File: src/rtl/ni_pkg.sv
// ni_pkg: shared types and helpers for the ni_tx network-interface transmitter.
//   state_t  : transmitter handshake states
//   rails_t  : four 1-of-4 rail vectors sized for the widest supported port
//   enc1of4  : maps a data word onto the four rail vectors
package ni_pkg;

    localparam int unsigned CW_DEFAULT = 16;
    localparam int unsigned DW_MAX     = 64;
    localparam int unsigned SCN_MAX    = DW_MAX / 2;

    typedef enum logic [2:0] {
        ST_IDLE,
        ST_DATA,
        ST_DRTZ,
        ST_EOF,
        ST_ERTZ
    } state_t;

    typedef struct packed {
        logic [SCN_MAX-1:0] r3;
        logic [SCN_MAX-1:0] r2;
        logic [SCN_MAX-1:0] r1;
        logic [SCN_MAX-1:0] r0;
    } rails_t;

    // One rail per 2-bit digit: digit value K raises bit j of rail K.
    function automatic rails_t enc1of4(input logic [DW_MAX-1:0] data);
        rails_t r;
        r = '0;
        for (int j = 0; j < int'(SCN_MAX); j++) begin
            case (data[2*j +: 2])
                2'd0:    r.r0[j] = 1'b1;
                2'd1:    r.r1[j] = 1'b1;
                2'd2:    r.r2[j] = 1'b1;
                default: r.r3[j] = 1'b1;
            endcase
        end
        return r;
    endfunction

endpackage

File: src/rtl/ni_tx_ack_sync.sv
// ack_sync: two-flop synchroniser for the router acknowledge.
//   clk, rst_n : clock, synchronous active-low reset (output resets to 0)
//   d          : asynchronous input
//   q          : synchronised output, two clk cycles after d
module ack_sync (
    input  logic clk,
    input  logic rst_n,
    input  logic d,
    output logic q
);

    logic meta;

    always_ff @(posedge clk) begin
        if (!rst_n) begin
            meta <= 1'b0;
            q    <= 1'b0;
        end else begin
            meta <= d;
            q    <= meta;
        end
    end

endmodule

File: src/rtl/ni_tx.sv
// ni_tx: clocked-to-asynchronous flit injector. Accepts DW-bit words over
// valid/ready, drives them as SCN 1-of-4 sub-channels (do0..do3) plus an eof
// rail (do4), and runs a four-phase return-to-zero handshake against doa.
//   clk, rst_n          : clock, synchronous active-low reset
//   in_valid/in_ready   : source handshake; in_data word, in_eof packet tail
//   do0..do3, do4       : registered data rails and eof rail
//   doa                 : router acknowledge (asynchronous to clk)
//   busy                : handshake in progress
//   pkt_cnt             : completed eof tokens, wraps
// Build option: define NI_TX_ACK_SYNC_EN to pass doa through a two-flop
// synchroniser; otherwise doa is used directly as a clk-synchronous ack.
module ni_tx
    import ni_pkg::*;
#(
    parameter int unsigned DW  = 8,
    parameter int unsigned SCN = DW / 2,
    parameter int unsigned CW  = CW_DEFAULT
) (
    input  logic           clk,
    input  logic           rst_n,
    input  logic           in_valid,
    input  logic [DW-1:0]  in_data,
    input  logic           in_eof,
    output logic           in_ready,
    output logic [SCN-1:0] do0,
    output logic [SCN-1:0] do1,
    output logic [SCN-1:0] do2,
    output logic [SCN-1:0] do3,
    output logic           do4,
    input  logic           doa,
    output logic           busy,
    output logic [CW-1:0]  pkt_cnt
);

    state_t         state, state_next;
    logic           tail, tail_next;
    logic [CW-1:0]  cnt_next;
    logic [SCN-1:0] do0_next, do1_next, do2_next, do3_next;
    logic           do4_next;
    logic           ack_s;
    logic           settled;
    rails_t         enc_full;
    logic           unused_enc;

`ifdef NI_TX_ACK_SYNC_EN
    logic [1:0] settle;

    ack_sync u_ack_sync (
        .clk   (clk),
        .rst_n (rst_n),
        .d     (doa),
        .q     (ack_s)
    );

    // The synchroniser restarts at 0 after reset, so hold off acceptance until
    // it has sampled the live ack; a router still acking must not see a new word.
    always_ff @(posedge clk) begin
        if (!rst_n) begin
            settle <= 2'd0;
        end else if (settle != 2'd2) begin
            settle <= settle + 2'd1;
        end
    end

    assign settled = (settle == 2'd2);
`else
    assign ack_s   = doa;
    assign settled = 1'b1;
`endif

    // Encode at the widest width, keep the low SCN lanes.
    assign enc_full   = enc1of4(DW_MAX'(in_data));
    assign unused_enc = ^enc_full;

    assign in_ready = rst_n && settled && (state == ST_IDLE) && !ack_s;
    assign busy     = (state != ST_IDLE);

    // Next-state and next-rail logic.
    always_comb begin
        state_next = state;
        tail_next  = tail;
        cnt_next   = pkt_cnt;
        do0_next   = do0;
        do1_next   = do1;
        do2_next   = do2;
        do3_next   = do3;
        do4_next   = do4;

        case (state)
            ST_IDLE: begin
                if (in_valid && in_ready) begin
                    tail_next  = in_eof;
                    do0_next   = enc_full.r0[SCN-1:0];
                    do1_next   = enc_full.r1[SCN-1:0];
                    do2_next   = enc_full.r2[SCN-1:0];
                    do3_next   = enc_full.r3[SCN-1:0];
                    state_next = ST_DATA;
                end
            end
            ST_DATA: begin
                if (ack_s) begin
                    do0_next   = '0;
                    do1_next   = '0;
                    do2_next   = '0;
                    do3_next   = '0;
                    state_next = ST_DRTZ;
                end
            end
            ST_DRTZ: begin
                if (!ack_s) begin
                    if (tail) begin
                        do4_next   = 1'b1;
                        state_next = ST_EOF;
                    end else begin
                        state_next = ST_IDLE;
                    end
                end
            end
            ST_EOF: begin
                if (ack_s) begin
                    do4_next   = 1'b0;
                    state_next = ST_ERTZ;
                end
            end
            ST_ERTZ: begin
                if (!ack_s) begin
                    cnt_next   = pkt_cnt + CW'(1);
                    tail_next  = 1'b0;
                    state_next = ST_IDLE;
                end
            end
            default: begin
                do0_next   = '0;
                do1_next   = '0;
                do2_next   = '0;
                do3_next   = '0;
                do4_next   = 1'b0;
                state_next = ST_IDLE;
            end
        endcase
    end

    // State, rails, tail flag and counter registers.
    always_ff @(posedge clk) begin
        if (!rst_n) begin
            state   <= ST_IDLE;
            tail    <= 1'b0;
            pkt_cnt <= '0;
            do0     <= '0;
            do1     <= '0;
            do2     <= '0;
            do3     <= '0;
            do4     <= 1'b0;
        end else begin
            state   <= state_next;
            tail    <= tail_next;
            pkt_cnt <= cnt_next;
            do0     <= do0_next;
            do1     <= do1_next;
            do2     <= do2_next;
            do3     <= do3_next;
            do4     <= do4_next;
        end
    end

endmodule
File: config.mk
export PLATFORM = sky130hd
export DESIGN_NAME = ni_tx
export DESIGN_NICKNAME = d
export VERILOG_FILES = /design/src/rtl/ni_pkg.sv /design/src/rtl/ni_tx_ack_sync.sv /design/src/rtl/ni_tx.sv
export SDC_FILE = /design/constraint.sdc
export NUM_CORES = 1
export LEC_CHECK = 0
export CAP_MARGIN = 5
export CORE_UTILIZATION = 47
export CTS_CLUSTER_DIAMETER = 200
export DETAILED_ROUTE_END_ITERATION = 12
export HOLD_SLACK_MARGIN = 0.15
export PLACE_DENSITY = 0.8
export SETUP_SLACK_MARGIN = 0.5
export SLEW_MARGIN = 20
export SYNTH_ARGS = -nofsm -noshare
export SYNTH_HDL_FRONTEND = slang
export SYNTH_SLANG_ARGS = --single-unit
File: constraint.sdc
create_clock -name clk -period 2.4 [get_ports clk]
set_clock_uncertainty 0.1 [all_clocks]
set_input_delay 0.36 -clock clk [delete_from_list [all_inputs] [get_ports clk]]
set_output_delay 0.36 -clock clk [all_outputs]
set_load 0.02 [all_outputs]
==> results.cfg, run 1 <==
[grt]
gr-total-overflow = 0
antenna_found_initial = 0
grt_max_degree = 26
grt_pass1_wl_um = 5980
grt_pass1_vias = 1360
grt_use_total_pct = 19.6

[drt]
wl_per_cell_um = 12.0
drt_wl_total_um = 3570
viasPerCell = 5.26
firstDrtPassIters = 4
drt_first_iter_violations = 64
vias = 1568
ant_nets = 0
drc = 0

[critical_path]
startpoint_type = flip-flop
max_stage_delay_ns = 0.54
critPathKind = reg -> reg
crit_start = state[0]
worstPathArrival_ns = 2.17
crit_path_cell_trace = or4b_4 > or4_4 > or3_1 > a21oi_2
cpLargestDelayFamily = simple AND/OR/NAND/NOR gates
slowest_stage = or4b_4
worstPathMaxFanout = 4
r2r_start = state[0]
required_ns = 2.58
worst-path-buf-inv = 0
cp-end-kind = flip-flop

[min_path]
min_from = do0[1]
hp-class = reg -> reg

[synth]
syn_area_mm2 = 0.00170
synth_area_per_cell_um2 = 8.76
netlist_top_cells_area = dfxtp_1 (44%), mux2i_1 (9.4%), nand2_1 (6.2%)
ys_types = 37
yosysWarningCount = 0
synthArstFlopShare_pct = 0
ys_seq_elements = 37
synth_largest_area_cell = dfxtp_1
synth_fp_nets = 208
synth_enable_flop_cells = 0
seq_area_frac_synth_pct = 43.6
synth_top_area_share_pct = 43.6
synthCells = 194
synth-main-ff-cell = dfxtp_1

[cts]
clkLatencyLatePin_ns = 0.34
tritoncts = done
clock_path_buffers = 2
htreeDepth = 2
cts_sinks = 37
cts-root-buf = clkbuf_4
numCtsBuffers = 5
holdBufCountCts = 0
clk_pin_slew_worst_paths_ns = 0.10

[finish]
drive_above_1_share_pct = 15.9
fin_cells = 298
area_growth_syn_to_layout_pct = 39.5
fill_cells = 273
n_antenna_cell = 0
mostFrequentLayoutCell = clkdlybuf4s50_1
design_area_mm2 = 0.00237
layout_common_cells = clkdlybuf4s50_1 (36), dfxtp_1 (34), nand2_1 (28)
nNetsFinal = 267

[die]
ioPinCount = 48
die_h_um = 62.1
core_mm2 = 0.00339
rows = 21
die_w_um = 62.1
dieArea_mm2 = 0.00386
initial_core_util_pct = 50.1

[placement]
dp_hpwl_um = 2490
place_ws_ns = -0.0697
place_area_mm2 = 0.00228
gp_congestion = 0.789
port_buffers = 47
dp.cells = 289

[sta]
worst_pin_slew_ns = 0.330
post-route-period-util_pct = 83.2
drv_slew = 0
finalCriticalPeriod_ns = 2.00
setup_viol = 0
clock.fmax_mhz = 501
fin_ws_ns = 0.403
grt_setup_unrepaired = yes
hold_viol_final = 0
relSlewSlack_pct = 77.7

[run]
cap_violations = 0

[outcome]
status = finished clean

[power_and_ir_drop]
power_density_mw_per_mm2 = 460
p_leak_nw = 0.904
peakVddDrop_mv = 0.341
finalPower_mw = 1.09
registers in the layout (all words and copies together) (netlist names):
name / cells
state: 3
do3: 4
do4: 1
pkt_cnt: 16
do1: 4
tail: 1
do0: 4
do2: 4
where the power goes:
part	internal [mW]	leakage (nW)	switching, mW
sequential	0.627	0.301	0.00805
combinational	0.0795	0.576	0.0795
clock	0.102	0.0269	0.194
total	0.808	0.904	0.282
worst paths after layout:
path | cells after the start | end | slack [ns]
min | 2 | do0[1] | 0.36
max reg2reg | 4 | pkt_cnt[15] | 0.40
max | 4 | pkt_cnt[15] | 0.40
min reg2reg | 2 | do0[1] | 0.36
timing repair:
action	4_1_cts	5_1_grt
pin swaps	0	3
setup endpoints to repair	9	12
setup buffers	1	2
resized for setup	16	12
cloned	0	0
stage by stage:
| step | util [%] | hold slack, ns | TNS (ns) |
|---|---|---|---|
| 2_1_floorplan | - | 0.402 | 0 |
| 3_3_place_gp | 67.3 | 0.345 | -0.0396 |
| 3_5_place_dp | 67.3 | 0.348 | -0.118 |
| 4_1_cts | 69.1 | 0.367 | 0 |
| 5_1_grt | 70.0 | 0.386 | 0 |
| 6_report | 70.0 | 0.363 | 0 |
tightest hold or removal path: stages (launching register included):
cell and delay (ns):
dfxtp_1 0.32, nand2_1 0.05, mux2i_1 0.06
synth_stat cells, types with 2 or more instances:
master,number
dfxtp_1,37
nor4b_1,2
o21ai_0,7
or3_1,6
nand3_1,8
nor2_1,17
nand4_1,7
and2_1,2
nor2b_1,2
mux2i_1,16
nor4_1,4
nor3_1,5
buf_6,2
clkbuf_1,6
nand3b_1,3
xnor2_1,7
xor2_1,4
or4_4,2
inv_1,3
nand4b_1,3
nand2_1,28
a21oi_1,7
a211oi_1,2
logic make-up after synthesis:
kind of cell,synth area share (%)
xor+xnor,5.67
fa+ha+maj,0.736
flops,43.6
buf+inv,4.49
compound gates,6.41
mux,9.43
simple gates,29.7
layout make-up:
cell class | count | area [um^2] | share of cell area [%]
Multi-Input combinational cell | 142 | 912 | 38.5
Clock inverter | 1 | 5.00 | 0.211
Inverter | 4 | 15.0 | 0.633
Sequential cell | 37 | 747 | 31.5
Timing Repair Buffer | 63 | 597 | 25.2
Clock buffer | 5 | 37.5 | 1.58
Tap cell | 46 | 57.6 | 2.43
metal layers:
| layer | track usage (%) | vias to the layer above | routed length [um] |
|---|---|---|---|
| li1 | - | 800 | - |
| met1 | 23.0 | 712 | 1600 |
| met2 | 31.5 | 49 | 1680 |
| met3 | 7.54 | 7 | 232 |
| met4 | 9.30 | 0 | 64 |
| met5 | 0 | - | 0 |
(Power assumes the default switching activity.)
==> run 2: changes to the inputs <==
==> constraint.sdc (replaced) <==
create_clock -name clk -period 1.9 [get_ports clk]
set_clock_uncertainty 0.1 [all_clocks]
set_input_delay 0.285 -clock clk [delete_from_list [all_inputs] [get_ports clk]]
set_output_delay 0.285 -clock clk [all_outputs]
set_load 0.02 [all_outputs]
==> results.cfg, run 2 (synthesized netlist as in run 1, its figures left out) <==
[sta]
worst_pin_slew_ns = 0.297
post-route-period-util_pct = 107
clock.fmax_mhz = 490
finalCriticalPeriod_ns = 2.04
holdWs_ns = 0.365
drv_slew = 0
setup_viol = 3
hold_viol_final = 0
relSlewSlack_pct = 80.0
grt_setup_unrepaired = yes
fin_ws_ns = -0.141

[outcome]
status = complete, but fails checks
violations = setup timing

[finish]
drive_above_1_share_pct = 42.8
mostFrequentLayoutCell = nand2_1
area_growth_syn_to_layout_pct = 55.5
n_antenna_cell = 0
layout_common_cells = nand2_1 (27), dfxtp_1 (24), buf_4 (24)
fin_util_pct = 78.0
largest-register = pkt_cnt
nNetsFinal = 286
largest_reg_flops = 16

[run]
cap_violations = 0

[critical_path]
cp-end-kind = flip-flop
required_ns = 2.07
critPathKind = reg -> reg
worstPathArrival_ns = 2.21
startpoint_type = flip-flop
worstPathMaxFanout = 5

[placement]
dp_hpwl_um = 2670
gp_congestion = 0.784
port_buffers = 47

[power_and_ir_drop]
power_density_mw_per_mm2 = 541
p_leak_nw = 1.08
peakVddDrop_mv = 0.401

[die]
ioPinCount = 48
dieArea_mm2 = 0.00386
rows = 21
initial_core_util_pct = 50.1
die_w_um = 62.1
core_mm2 = 0.00339
die_h_um = 62.1

[drt]
wl_per_cell_um = 14.8
firstDrtPassIters = 4
drc = 0
viasPerCell = 5.36
ant_nets = 0
drt_wl_total_um = 4690
drt_first_iter_violations = 95
vias = 1698

[grt]
grt_max_degree = 26
gr-total-overflow = 0
antenna_found_initial = 0
grt_pass1_wl_um = 7450
grt_pass1_vias = 1642
grt_use_total_pct = 24.4

[min_path]
hp-class = reg -> reg

[cts]
clk_pin_slew_worst_paths_ns = 0.11
clkLatencyLatePin_ns = 0.34
cts-root-buf = clkbuf_4
htreeDepth = 2
clock_path_buffers = 2
tritoncts = done
cts_sinks = 37
numCtsBuffers = 5
## run 2: cell types whose count changed in the layout (fill, tap and decap cells not counted), sizes merged
cell / before / now
clkdlybuf4s50: 36 / 11
clkdlybuf4s15: 0 / 5
dlygate4sd2: 5 / 1
buf: 17 / 47
clkbuf: 6 / 23
dlymetal6s2s: 4 / 0
## run 2: per-layer routing
layer,vias to the layer above,track usage (%),part of all wire [%]
met1,811,27.7,41
met4,0,9.59,2.5
met2,46,41.8,51
met3,11,8.46,5.1
li1,830,-,-
met5,-,0,0
## run 2: area by class of cell
type / instances / area, um^2
multi-input cells: 142 / 1060
clock inverters: 1 / 5.00
fillers: 218 / 747
inverters: 4 / 15.0
well taps: 46 / 57.6
flip-flops and latches: 37 / 759
repair buffers: 82 / 709
clock buffers: 5 / 37.5
## run 2: power by group
group	leakage, nW	switching, mW	internal [mW]	total, mW
Sequential	0.306	0.0110	0.792	0.803
Clock	0.0269	0.256	0.129	0.384
Combinational	0.751	0.121	0.122	0.243
## run 2: final timing paths
path | from | end | slack [ns] | depth (start not counted)
min reg2reg | do0[1] | do0[1] | 0.37 | 2
max reg2reg | state[0] | pkt_cnt[13] | -0.14 | 4
max | state[0] | pkt_cnt[13] | -0.14 | 4
min | do0[1] | do0[1] | 0.37 | 2
## run 2: stage by stage
step	setup slack, ns	cell area, um^2	setup TNS, ns	std cells	power [mW]
final	-0.141	2640	-0.192	317	1.43
after global routing	-0.184	2640	-0.348	317	1.50
after CTS	-0.0540	2580	-0.0922	312	1.41
after detailed placement	-0.504	2370	-5.05	301	1.02
after global placement	-0.451	2370	-4.65	301	1.02
after floorplan	-0.163	1710	-0.317	194	0.930
## run 2: repair_timing
action / CTS / global route
pin swaps: 9 / 8
resized for setup: 133 / 59
hold buffers: 0 / 0
setup endpoints to repair: 66 / 67
cloned: 1 / 0
setup buffers: 4 / 5
## run 2: critical path, stage by stage (launching register included)
cell,delay [ns]
dfxtp_2,0.34
or4b_4,0.55
or4_4,0.46
or3_1,0.35
a21oi_1,0.17
==> run 3: changes to the inputs <==
--- a/config.mk
+++ b/config.mk
@@ -6,11 +6,11 @@
 export NUM_CORES = 1
 export LEC_CHECK = 0
 export CAP_MARGIN = 5
-export CORE_UTILIZATION = 47
+export CORE_UTILIZATION = 30
 export CTS_CLUSTER_DIAMETER = 200
 export DETAILED_ROUTE_END_ITERATION = 12
 export HOLD_SLACK_MARGIN = 0.15
-export PLACE_DENSITY = 0.8
+export PLACE_DENSITY = 0.55
 export SETUP_SLACK_MARGIN = 0.5
 export SLEW_MARGIN = 20
 export SYNTH_ARGS = -nofsm -noshare
==> results.cfg, run 3 (synthesized netlist as in run 1, its figures left out) <==
[critical_path]
reg2reg_slack_ns = -0.04
setup.worst_path.end = pkt_cnt[13]
r2r_end = pkt_cnt[13]
worstPathArrival_ns = 2.07
cp-end-kind = flip-flop
crit_start = state[0]
critPathKind = reg -> reg
worstPathMaxFanout = 4
r2r_start = state[0]
startpoint_type = flip-flop
required_ns = 2.03
r2r.worst_path.cells = 4

[placement]
dp.cells = 330
dp_hpwl_um = 2850
place_ws_ns = -0.456
place_area_mm2 = 0.00244
gp_congestion = 0.804
port_buffers = 47

[finish]
design_area_mm2 = 0.00298
area_growth_syn_to_layout_pct = 75.6
fin_util_pct = 54.5
drive_above_1_share_pct = 40.1
largest_reg_flops = 16
fin_cells = 356
n_antenna_cell = 0
layout_common_cells = dfxtp_1 (30), nand2_1 (27), buf_4 (26)
nNetsFinal = 297
mostFrequentLayoutCell = dfxtp_1
largest-register = pkt_cnt

[cts]
tritoncts = done
clkLatencyLatePin_ns = 0.29
htreeDepth = 2
clock_path_buffers = 2
clk_pin_slew_worst_paths_ns = 0.08
numCtsBuffers = 5
cts-root-buf = clkbuf_8
holdBufCountCts = 0
cts_sinks = 37

[sta]
fin_ws_ns = -0.0405
grt_setup_unrepaired = yes
clock.fmax_mhz = 515
worst_pin_slew_ns = 0.269
post-route-period-util_pct = 102
relSlewSlack_pct = 82.0
hold_viol_final = 0
drv_slew = 0
finalCriticalPeriod_ns = 1.94
setup_viol = 4

[drt]
drt_wl_total_um = 4730
vias = 1721
firstDrtPassIters = 5
drc = 0
ant_nets = 0
drt_first_iter_violations = 54
viasPerCell = 4.83
wl_per_cell_um = 13.3

[power_and_ir_drop]
p_seq_share_pct = 44.5
power_density_mw_per_mm2 = 605
p_int_mw = 1.37
power_frac_comb_pct = 15.5
clockPowerShare_pct = 40.0
finalPower_mw = 1.80
peakVddDrop_mv = 0.397
power_switching_mw = 0.435
switching_share_pct = 24.1
p_leak_nw = 1.23

[die]
die_w_um = 77.3
initial_core_util_pct = 31.0
die_h_um = 77.3
rows = 27
core_mm2 = 0.00547
dieArea_mm2 = 0.00597
ioPinCount = 48

[grt]
grt_pass1_vias = 1684
grt_pass1_wl_um = 7860
grt_use_total_pct = 16.7
gr-total-overflow = 0
grt_max_degree = 18
antenna_found_initial = 0

[outcome]
violations = setup timing
status = complete, but fails checks

[min_path]
hp-class = reg -> reg
min_from = do1[3]

[run]
cap_violations = 0
run 3: changes by cell type in the layout (fill, tap and decap cells not counted), sizes merged:
cell | before | now
buf | 47 | 57
bufbuf | 0 | 1
bufinv | 0 | 1
clkbuf | 23 | 7
clkdlybuf4s15 | 5 | 13
clkdlybuf4s50 | 11 | 10
clkinv | 2 | 1
clkinvlp | 0 | 1
dlygate4sd2 | 1 | 10
dlymetal6s2s | 0 | 1
run 3: per-stage QoR:
stage	hold WS, ns	setup TNS [ns]
final	0.356	-0.106
after CTS	0.358	-0.0425
after floorplan	0.327	-0.317
after detailed placement	0.348	-4.95
after global placement	0.343	-4.55
after global routing	0.379	-0.316
run 3: worst min path at each step:
| stage | end | depth (start not counted) |
|---|---|---|
| after floorplan | do1[3] | 2 |
| after global placement | do1[1] | 2 |
| after detailed placement | do0[2] | 2 |
| after CTS | do1[3] | 2 |
| after global routing | do1[3] | 2 |
| final | do1[3] | 2 |
run 3: worst max-delay path: stages, from the launching register on:
cell     delay, ns
dfxtp_2       0.32
or4b_4        0.54
or4_4         0.44
or3_4         0.34
a21oi_2       0.13
run 3: what timing repair did:
action | 4_1_cts | 5_1_grt
endpoints found under the setup margin | 68 | 57
cloned | 2 | 0
pin swaps | 28 | 13
setup buffers | 9 | 7
resized for setup | 124 | 45
run 3: metal layers:
metal / vias up / share of wire [%] / GRT usage, %
met1: 814 / 43 / 19.8
met5: - / 0 / 0
met2: 47 / 49 / 28.2
met3: 2 / 7.2 / 6.19
li1: 858 / - / -
met4: 0 / 0.19 / 4.15
run 3: final cells by class:
type,count,area [um^2]
Timing Repair Buffer,93,893
Clock buffer,6,82.6
Tap cell,72,90.1
Clock inverter,2,37.5
Inverter,4,17.5
Sequential cell,37,749
Fill cell,509,2490
Multi-Input combinational cell,142,1110
run 3: power groups by stage:
stage / clock (mW) / combinational (mW) / sequential [mW]
2_1_floorplan: 0 / 0.0912 / 0.839
3_3_place_gp: 0 / 0.212 / 0.821
3_5_place_dp: 0 / 0.213 / 0.821
4_1_cts: 0.747 / 0.247 / 0.803
5_1_grt: 0.781 / 0.298 / 0.806
6_report: 0.722 / 0.279 / 0.804
